[src/rtl/alu_seq_exec.sv]
// alu_seq_exec: multi-cycle ALU execute unit with iterative SLL and valid/ready handshakes
module alu_seq_exec #(
  parameter int WIDTH   = 32,
  parameter int SHAMT_W = 5
) (
  input  logic               clk,
  input  logic               reset,
  input  logic               in_valid,
  output logic               in_ready,
  input  logic [2:0]         alu_control,
  input  logic [WIDTH-1:0]   a,
  input  logic [WIDTH-1:0]   b,
  input  logic [SHAMT_W-1:0] shamt,
  output logic               out_valid,
  input  logic               out_ready,
  output logic [WIDTH-1:0]   result,
  output logic               zero,
  output logic               illegal
);
  typedef enum logic [1:0] {IDLE, SHIFT, DONE} state_t;
  state_t state_q, state_d;
  logic [WIDTH-1:0] acc_q, acc_d, alu_r;
  logic [SHAMT_W-1:0] cnt_q, cnt_d;
  logic zero_q, zero_d, ill_q, ill_d;
  logic accept, is_sll, is_ill, slt;
  assign in_ready  = (state_q == IDLE) && !reset;
  assign accept    = in_valid && in_ready;
  assign out_valid = (state_q == DONE);
  assign result    = acc_q;
  assign zero      = zero_q;
  assign illegal   = ill_q;
  assign is_sll    = (alu_control == 3'b011);
  assign is_ill    = (alu_control[2:1] == 2'b10);
  assign slt       = $signed(a) < $signed(b);
  // SLL loads b here; the SHIFT state does the actual shifting
  always_comb
    alu_r = alu_control == 3'b010 ? a + b :
            alu_control == 3'b110 ? a - b :
            alu_control == 3'b000 ? a & b :
            alu_control == 3'b001 ? a | b :
            alu_control == 3'b111 ? {{(WIDTH-1){1'b0}}, slt} :
            alu_control == 3'b011 ? b : '0;
  always_comb begin
    state_d = state_q;
    acc_d   = acc_q;
    cnt_d   = cnt_q;
    zero_d  = zero_q;
    ill_d   = ill_q;
    case (state_q)
      IDLE: if (accept) begin
        acc_d = alu_r;
        cnt_d = shamt;
        ill_d = is_ill;
        if (is_sll && shamt != '0) state_d = SHIFT;
        else begin
          state_d = DONE;
          zero_d  = (alu_r == '0);
        end
      end
      SHIFT: begin
        acc_d = acc_q << 1;
        cnt_d = cnt_q - SHAMT_W'(1);
        if (cnt_q == SHAMT_W'(1)) begin
          state_d = DONE;
          zero_d  = ((acc_q << 1) == '0);
        end
      end
      DONE: if (out_ready) state_d = IDLE;
      default: state_d = IDLE;
    endcase
  end
  always_ff @(posedge clk)
    if (reset) begin
      state_q <= IDLE;
      acc_q   <= '0;
      cnt_q   <= '0;
      zero_q  <= 1'b0;
      ill_q   <= 1'b0;
    end else begin
      state_q <= state_d;
      acc_q   <= acc_d;
      cnt_q   <= cnt_d;
      zero_q  <= zero_d;
      ill_q   <= ill_d;
    end
endmodule

[config.mk]
export PLATFORM = sky130hd
export DESIGN_NAME = alu_seq_exec
export DESIGN_NICKNAME = d
export VERILOG_FILES = /design/src/rtl/alu_seq_exec.sv
export SDC_FILE = /design/constraint.sdc
export NUM_CORES = 1
export LEC_CHECK = 0
export ABC_CLOCK_PERIOD_IN_PS = 4600
export CAP_MARGIN = 10
export CORE_MARGIN = 5
export CORE_UTILIZATION = 35
export CTS_CLUSTER_DIAMETER = 60
export DETAILED_ROUTE_END_ITERATION = 12
export PLACE_DENSITY_LB_ADDON = 0.05
export SYNTH_ARGS = -nofsm -noshare
export SYNTH_HDL_FRONTEND = slang
export SYNTH_SLANG_ARGS = --single-unit
[constraint.sdc]
create_clock -name clk -period 4.6 [get_ports clk]
set_clock_uncertainty 0.15 [all_clocks]
set_input_delay 0.92 -clock clk [delete_from_list [all_inputs] [get_ports clk]]
set_output_delay 0.92 -clock clk [all_outputs]
set_load 0.03 [all_outputs]
==> summary.md, run 1 <==
| Metric | Value |
|---|---|
| Number of enable flip-flop cells after synthesis | `0` |
| Setup repair bufs after CTS | `0` |
| Routed Antenna Nets | `0` |
| Share of layout cells above drive strength 1 | `0.213` |
| Crit Path Class | `in -> reg` |
| Post-Synthesis Cells | `1,093` |
| Detailed-route via count | `9,116` |
| Placeable Area | `21,000 um^2` |
| Utilization after layout | `0.506` |
| Worst Path Max Fanout | `4` |
| DRT Pass-1 Iters | `5` |
| GRT met1 Usage | `0.330` |
| Most frequent cell after synthesis | `nor2_1` |
| Die width | `156 um` |
| I/O Buffers | `111` |
| Initial Util | `0.356` |
| Worst path cell trace | `clkdlybuf4s50_1, inv_1, fa_1, nor2b_1, o21ai_2, a31oi_2, a2111oi_2, buf_4, nor2_1, xor2_1, o221ai_1, nor4b_2, nand3_1, nor4_2, a41o_1` |
| Worst-case clock buffer depth | `2` |
| Die Height | `156 um` |
| Max-slew headroom | `0.519` |
| DRC | `0` |
| Total CTS buffers | `5` |
| Max cap viols | `0` |
| Global Route Usage Sum | `0.232` |
| CTS tree | `done` |
| Iter 0 DRT Violations | `694` |
| Worst ir drop on vdd | `0.131 mV` |
| GRT busiest layer | `met2` |
| Largest net degree at the start of global routing | `38` |
| Critical-path top delay cell | `clkdlybuf4s50_1` |
| Post-synthesis sequential area ratio | `0.110` |
| Post-synthesis net count | `1,269` |
| Period utilization | `0.978` |
| Status | `completed` |
| Overflow after GRT | `0` |
| Crit path buffers/inverters | `3` |
| Leak Pwr | `4.69 nW` |
| Crit-path max cell delay | `0.57 ns` |
| GR Layer Usage met3 | `0.0194` |
| Ys async rst share | `0` |
| Mapped cell area | `7480 um^2` |
| Final number of setup-violating endpoints | `0` |
| First-pass GRT wire length | `46.3 mm` |
| Synthesis Warnings | `0` |
| Clock root buffer | `clkbuf_16` |
| Startpoint type of the worst setup path | `input pin` |
| Dpl hpwl | `24.2 mm` |
| Synth top area cells | `ha_1, dfxtp_1, a21oi_1` |
| Final std cells w/o fill | `1,649` |
| Vias in the first global route | `8,576` |
| Final wirelength | `29.7 mm` |
| Clock period minus worst slack | `4.50 ns` |
| # fillers | `2,155` |
| GPL Wtd Cong | `0.933` |
| Pwr Total | `1.99 mW` |
| Post-Place Cells | `1,641` |
| Layout overhead on the synthesized area | `42.4%` |
| Nets | `1,549` |
| Hold Crit Class | `reg -> reg` |
| Synth top area share | `0.164` |
| Synth unique cells | `87` |
| Clock-pin slew on the worst setup and hold paths | `0.06 ns` |
| Hold Fails Final Rpt | `0` |
| Least-Margin Pin Slew | `0.721 ns` |
| Vias per std cell | `5.53` |
| List of most frequent post-synthesis cells | `nor2_1, a21oi_1, ha_1, inv_1, nand2_1` |
| Routed len/inst | `18.0 um` |
| CP delay by family, top | `compound AO/OA/AOI/OAI gates` |
| Std-Cell Rows | `53` |
| Ys flop type | `dfxtp_1` |
| Cell Pwr Density | `187 nW/um^2` |
| Initial antenna violation count | `0` |
| Sink Count | `41` |
| Final Slew Violations | `0` |
| I/O pins | `112` |
| Unrepaired setup endpoints after global routing | `yes` |
| Worst Path Arrival | `4.58 ns` |
| Post-synth top area cell | `ha_1` |
| CP endpoint kind | `flip-flop` |
| Fmax | `222 MHz` |
| Crit path required time | `4.68 ns` |
| Synth Area per Inst | `6.84 um^2` |
| H-tree levels | `2` |
| ANT cells | `0` |
| Clock Latency Late Sink | `0.29 ns` |
| GR Util met2 | `0.382` |
| Die footprint | `24,400 um^2` |
| Number of synthesized register bits | `41` |
sequential cells by signal, summed over array words and instances (netlist names):
register / flops
result: 32
illegal: 1
cnt_q: 5
zero: 1
state_q: 2
layout by cell type (no fill, tap or decap), types with 10 or more instances in the layout:
cell / instances
a22oi_1: 40
o22ai_1: 10
inv_1: 95
o21a_1: 14
ha_1: 98
a21oi_1: 108
o211ai_1: 18
buf_4: 230
nand2_1: 88
o21ai_0: 60
a211oi_1: 15
mux2i_1: 10
a221oi_1: 12
a31oi_1: 10
o31ai_1: 10
xnor2_1: 14
nor3_1: 27
nor2_1: 109
a21o_1: 12
nor4_1: 19
nand3_1: 25
dfxtp_1: 41
clkdlybuf4s50_1: 109
nand2b_1: 13
nor2b_1: 15
cell type report:
type | instances | area [um^2] | area share
Inverter | 101 | 379 | 0.0356
Tap cell | 275 | 344 | 0.0323
Multi-Input combinational cell | 883 | 6100 | 0.573
Timing Repair Buffer | 341 | 2830 | 0.266
Sequential cell | 41 | 821 | 0.0771
Clock buffer | 5 | 125 | 0.0118
Clock inverter | 3 | 46.3 | 0.00435
stage by stage:
step | instance area [um^2] | setup slack, ns | setup TNS (ns) | hold slack, ns
after floorplan | 7480 | 0.629 | 0 | 0.314
after global placement | 10400 | -0.323 | -0.784 | 0.299
after detailed placement | 10400 | -0.274 | -0.731 | 0.304
after CTS | 10500 | 0.0400 | 0 | 0.313
after global routing | 10600 | -0.0912 | -0.118 | 0.367
final | 10600 | 0.100 | 0 | 0.305
report_power, final:
group	internal (mW)	total (mW)	switching (mW)
Sequential	0.374	0.396	0.0220
Combinational	0.545	1.19	0.642
Clock	0.257	0.406	0.149
timing repair:
item                                   CTS  global route
pin swaps                                0             3
endpoints found under the hold margin    0             0
gates resized for setup                  1            19
setup endpoints to repair                1             6
hold buffers                             0             0
tightest hold or removal path, cell delays in order, from the launching register on:
cell	delay [ns]
dfxtp_1	0.31
nand2_1	0.05
a21oi_1	0.05
per-layer routing:
metal / share of wire / wire length (um)
met1: 0.47 / 13800
met2: 0.46 / 13500
met3: 0.061 / 1800
met4: 0.018 / 525
met5: 0 / 0
final timing paths:
path	from	endpoint	slack (ns)	cells after the start
worst max-delay path	b[1]	zero	0.10	15
worst max register to register	cnt_q[2]	zero	1.65	10
worst min register to register	illegal	illegal	0.31	2
worst min-delay path	illegal	illegal	0.31	2
kinds of logic after synthesis:
kind of cell | after synthesis | share of synthesized area
fa+ha+maj | 100 | 0.169
mux | 11 | 0.0164
buf+inv | 169 | 0.0904
simple gates | 354 | 0.227
xor+xnor | 19 | 0.0223
flops | 41 | 0.110
compound gates | 399 | 0.365
(Power assumes the default switching activity.)
==> run 2: changes to the inputs <==
--- a/config.mk
+++ b/config.mk
@@ -6,11 +6,12 @@
 export NUM_CORES = 1
 export LEC_CHECK = 0
 export ABC_CLOCK_PERIOD_IN_PS = 4600
-export CAP_MARGIN = 10
+export CAP_MARGIN = 20
 export CORE_MARGIN = 5
 export CORE_UTILIZATION = 35
 export CTS_CLUSTER_DIAMETER = 60
 export DETAILED_ROUTE_END_ITERATION = 12
+export GPL_TIMING_DRIVEN = 0
 export PLACE_DENSITY_LB_ADDON = 0.05
 export SYNTH_ARGS = -nofsm -noshare
 export SYNTH_HDL_FRONTEND = slang
==> run 2 against run 1 <==
Compared with the run above:
- clock power up 13%
- routed wire length up 8.5%
- sequential cell count unchanged
- power down 1.4%
- non-clock buffer count down 148
- setup slack worse by 0.026 ns
- critical endpoint unchanged
==> summary.md, run 2 (synthesis results as in run 1) <==
| Metric | Value |
|---|---|
| Post-Route M1 WL | `15.0 mm (+9.1%)` |
| Worst Path Max Fanout | `9 (+5)` |
| DRT Pass-1 Iters | `5 (unchanged)` |
| Max-slew headroom | `0.197 (-0.322)` |
| Std-Cell Rows | `53 (unchanged)` |
| Total CTS buffers | `5 (unchanged)` |
| Crit path required time | `4.67 ns (about the same)` |
| Die Height | `156 um (unchanged)` |
| Dpl hpwl | `25.0 mm (+3.5%)` |
| Vias in the first global route | `8,101 (-5.5%)` |
| Largest net degree at the start of global routing | `14 (-63%)` |
| Clock root buffer | `clkbuf_16` |
| Global Route Usage Sum | `0.248 (+0.0159)` |
| Critical path startpoint | `a[3]` |
| H-tree levels | `2 (unchanged)` |
| Dpl ws | `-0.754 ns (-0.479 ns)` |
| CP endpoint kind | `flip-flop` |
| Top sig layer | `met4` |
| Initial antenna violation count | `0 (unchanged)` |
| Least-Margin Pin Slew | `1.20 ns (+0.479 ns)` |
| Clock period minus worst slack | `4.53 ns (+0.0256 ns)` |
| Iter 0 DRT Violations | `765 (+10%)` |
| DRC | `0 (unchanged)` |
| GPL Wtd Cong | `0.936 (+0.32%)` |
| Overflow after GRT | `0 (unchanged)` |
| Max cap viols | `0 (unchanged)` |
| Share of layout cells above drive strength 1 | `0.114 (-0.0983)` |
| Layout overhead on the synthesized area | `30.3%` |
| Crit Path Class | `in -> reg` |
| Most common cell after layout, fill and taps aside | `nor2_1` |
| Leak Pwr | `3.93 nW (-16%)` |
| Met3 Wirelength | `2.25 mm (+25%)` |
| Vias per std cell | `5.95 (+7.7%)` |
| Final number of setup-violating endpoints | `0 (unchanged)` |
| Most frequent cells in the layout | `nor2_1, a21oi_1, clkdlybuf4s50_1` |
| Final wirelength | `32.2 mm (+8.5%)` |
| Sink Count | `41 (unchanged)` |
| First-pass GRT wire length | `48.0 mm (+3.6%)` |
| Die width | `156 um (unchanged)` |
| Clock Latency Late Sink | `0.28 ns (about the same)` |
| Initial Util | `0.356 (unchanged)` |
| R2R Path Start | `state_q[0]` |
| Nets | `1,401 (-9.6%)` |
| I/O Buffers | `107 (-3.6%)` |
| ANT cells | `0 (unchanged)` |
| Met2 wire len | `14.2 mm (+5.1%)` |
| Unrepaired setup endpoints after global routing | `yes` |
| Crit path to | `zero` |
| Detailed-route via count | `8,938 (-2.0%)` |
| I/O pins | `112 (unchanged)` |
| Worst Path Arrival | `4.60 ns (+0.02 ns)` |
| Reg2reg setup slack | `1.54 ns (-0.11 ns)` |
| Routed len/inst | `21.4 um (+19%)` |
| RR Endpoint | `zero` |
| Max FFs per register | `32 (unchanged)` |
| Startpoint type of the worst setup path | `input pin` |
| Status | `completed` |
| Fin Hold WS | `0.314 ns (+0.00874 ns)` |
| Setup ws final | `0.0746 ns (-0.0256 ns)` |
| Pwr Total | `1.96 mW (-1.4%)` |
| CTS tree | `done` |
| Register-to-Register Path Depth | `10 (unchanged)` |
| Routed Antenna Nets | `0 (unchanged)` |
| Fmax | `221 MHz (-0.57%)` |
| Hold Fails Final Rpt | `0 (unchanged)` |
| Final Slew Violations | `0 (unchanged)` |
| Worst ir drop on vdd | `0.137 mV (+4.5%)` |
| Die footprint | `24,400 um^2 (unchanged)` |
| Hold_buf cts | `0 (unchanged)` |
| Placeable Area | `21,000 um^2 (unchanged)` |
| Clock-pin slew on the worst setup and hold paths | `0.06 ns (about the same)` |
| Utilization after layout | `0.463 (-0.0429)` |
| Period utilization | `0.984 (+0.00557)` |
| Hold Crit Class | `reg -> reg` |
| Cell Pwr Density | `201 nW/um^2 (+7.7%)` |
| Worst-case clock buffer depth | `2 (unchanged)` |
run 2: cell count changes in the layout (fill, tap and decap cells not counted), sizes merged:
cell,delta
buf,-193
bufinv,+1
clkbuf,+47
clkdlybuf4s50,-8
clkinvlp,-1
dlymetal6s2s,+6
run 2: power by group:
group          switching, mW  total [mW]  internal [mW]  leakage [nW]
combinational          0.678        1.10          0.425          3.51
clock                  0.149       0.460          0.310        0.0938
sequential            0.0232       0.397          0.374         0.334
run 2: final cells by class:
class                           count  area [um^2]
Inverter                          101          379
Sequential cell                    41          821
Timing Repair Buffer              125         1220
Fill cell                        2193        11300
Tap cell                          275          344
Clock buffer                        5          125
Multi-Input combinational cell    883         6450
Clock inverter                      3         65.1
Buffer                             68          333
run 2: metal layers:
metal | vias to the layer above | global-route usage
met3 | 50 | 0.0269
met1 | 4245 | 0.363
li1 | 4266 | -
met4 | 0 | 0.0504
met5 | - | 0
met2 | 377 | 0.393
run 2: repair_timing:
action / CTS / global route
buffers inserted: 4 / 14
gates resized for setup: 27 / 92
setup endpoints to repair: 7 / 8
pin swaps: 7 / 36
cloned: 0 / 0
run 2: worst min path at each step:
stage / from / end / slack [ns] / cells past startpoint
3_5_place_dp: illegal / illegal / 0.30 / 2
6_report: illegal / illegal / 0.31 / 2
5_1_grt: illegal / illegal / 0.33 / 2
4_1_cts: illegal / illegal / 0.31 / 2
2_1_floorplan: cnt_q[3] / cnt_q[3] / 0.31 / 2
3_3_place_gp: illegal / illegal / 0.30 / 2
run 2: critical path, cell delays in order:
cell             delay (ns)
clkdlybuf4s50_1        0.51
inv_1                  0.05
ha_1                   0.30
buf_6                  0.15
nor3_2                 0.19
o21ai_2                0.10
buf_4                  0.15
a31oi_4                0.27
a211oi_4               0.16
buf_4                  0.17
a21o_1                 0.17
a221oi_2               0.33
nand3_1                0.18
a2111oi_4              0.28
nand3_2                0.17
nor4_4                 0.27
a41o_1                 0.23
run 2: through the flow:
step,TNS [ns],cells,cell area (um^2)
2_1_floorplan,0,1093,7480
3_3_place_gp,-3.85,1475,8890
3_5_place_dp,-3.76,1475,8890
4_1_cts,-0.0805,1487,9270
5_1_grt,-0.0476,1501,9740
6_report,0,1501,9740
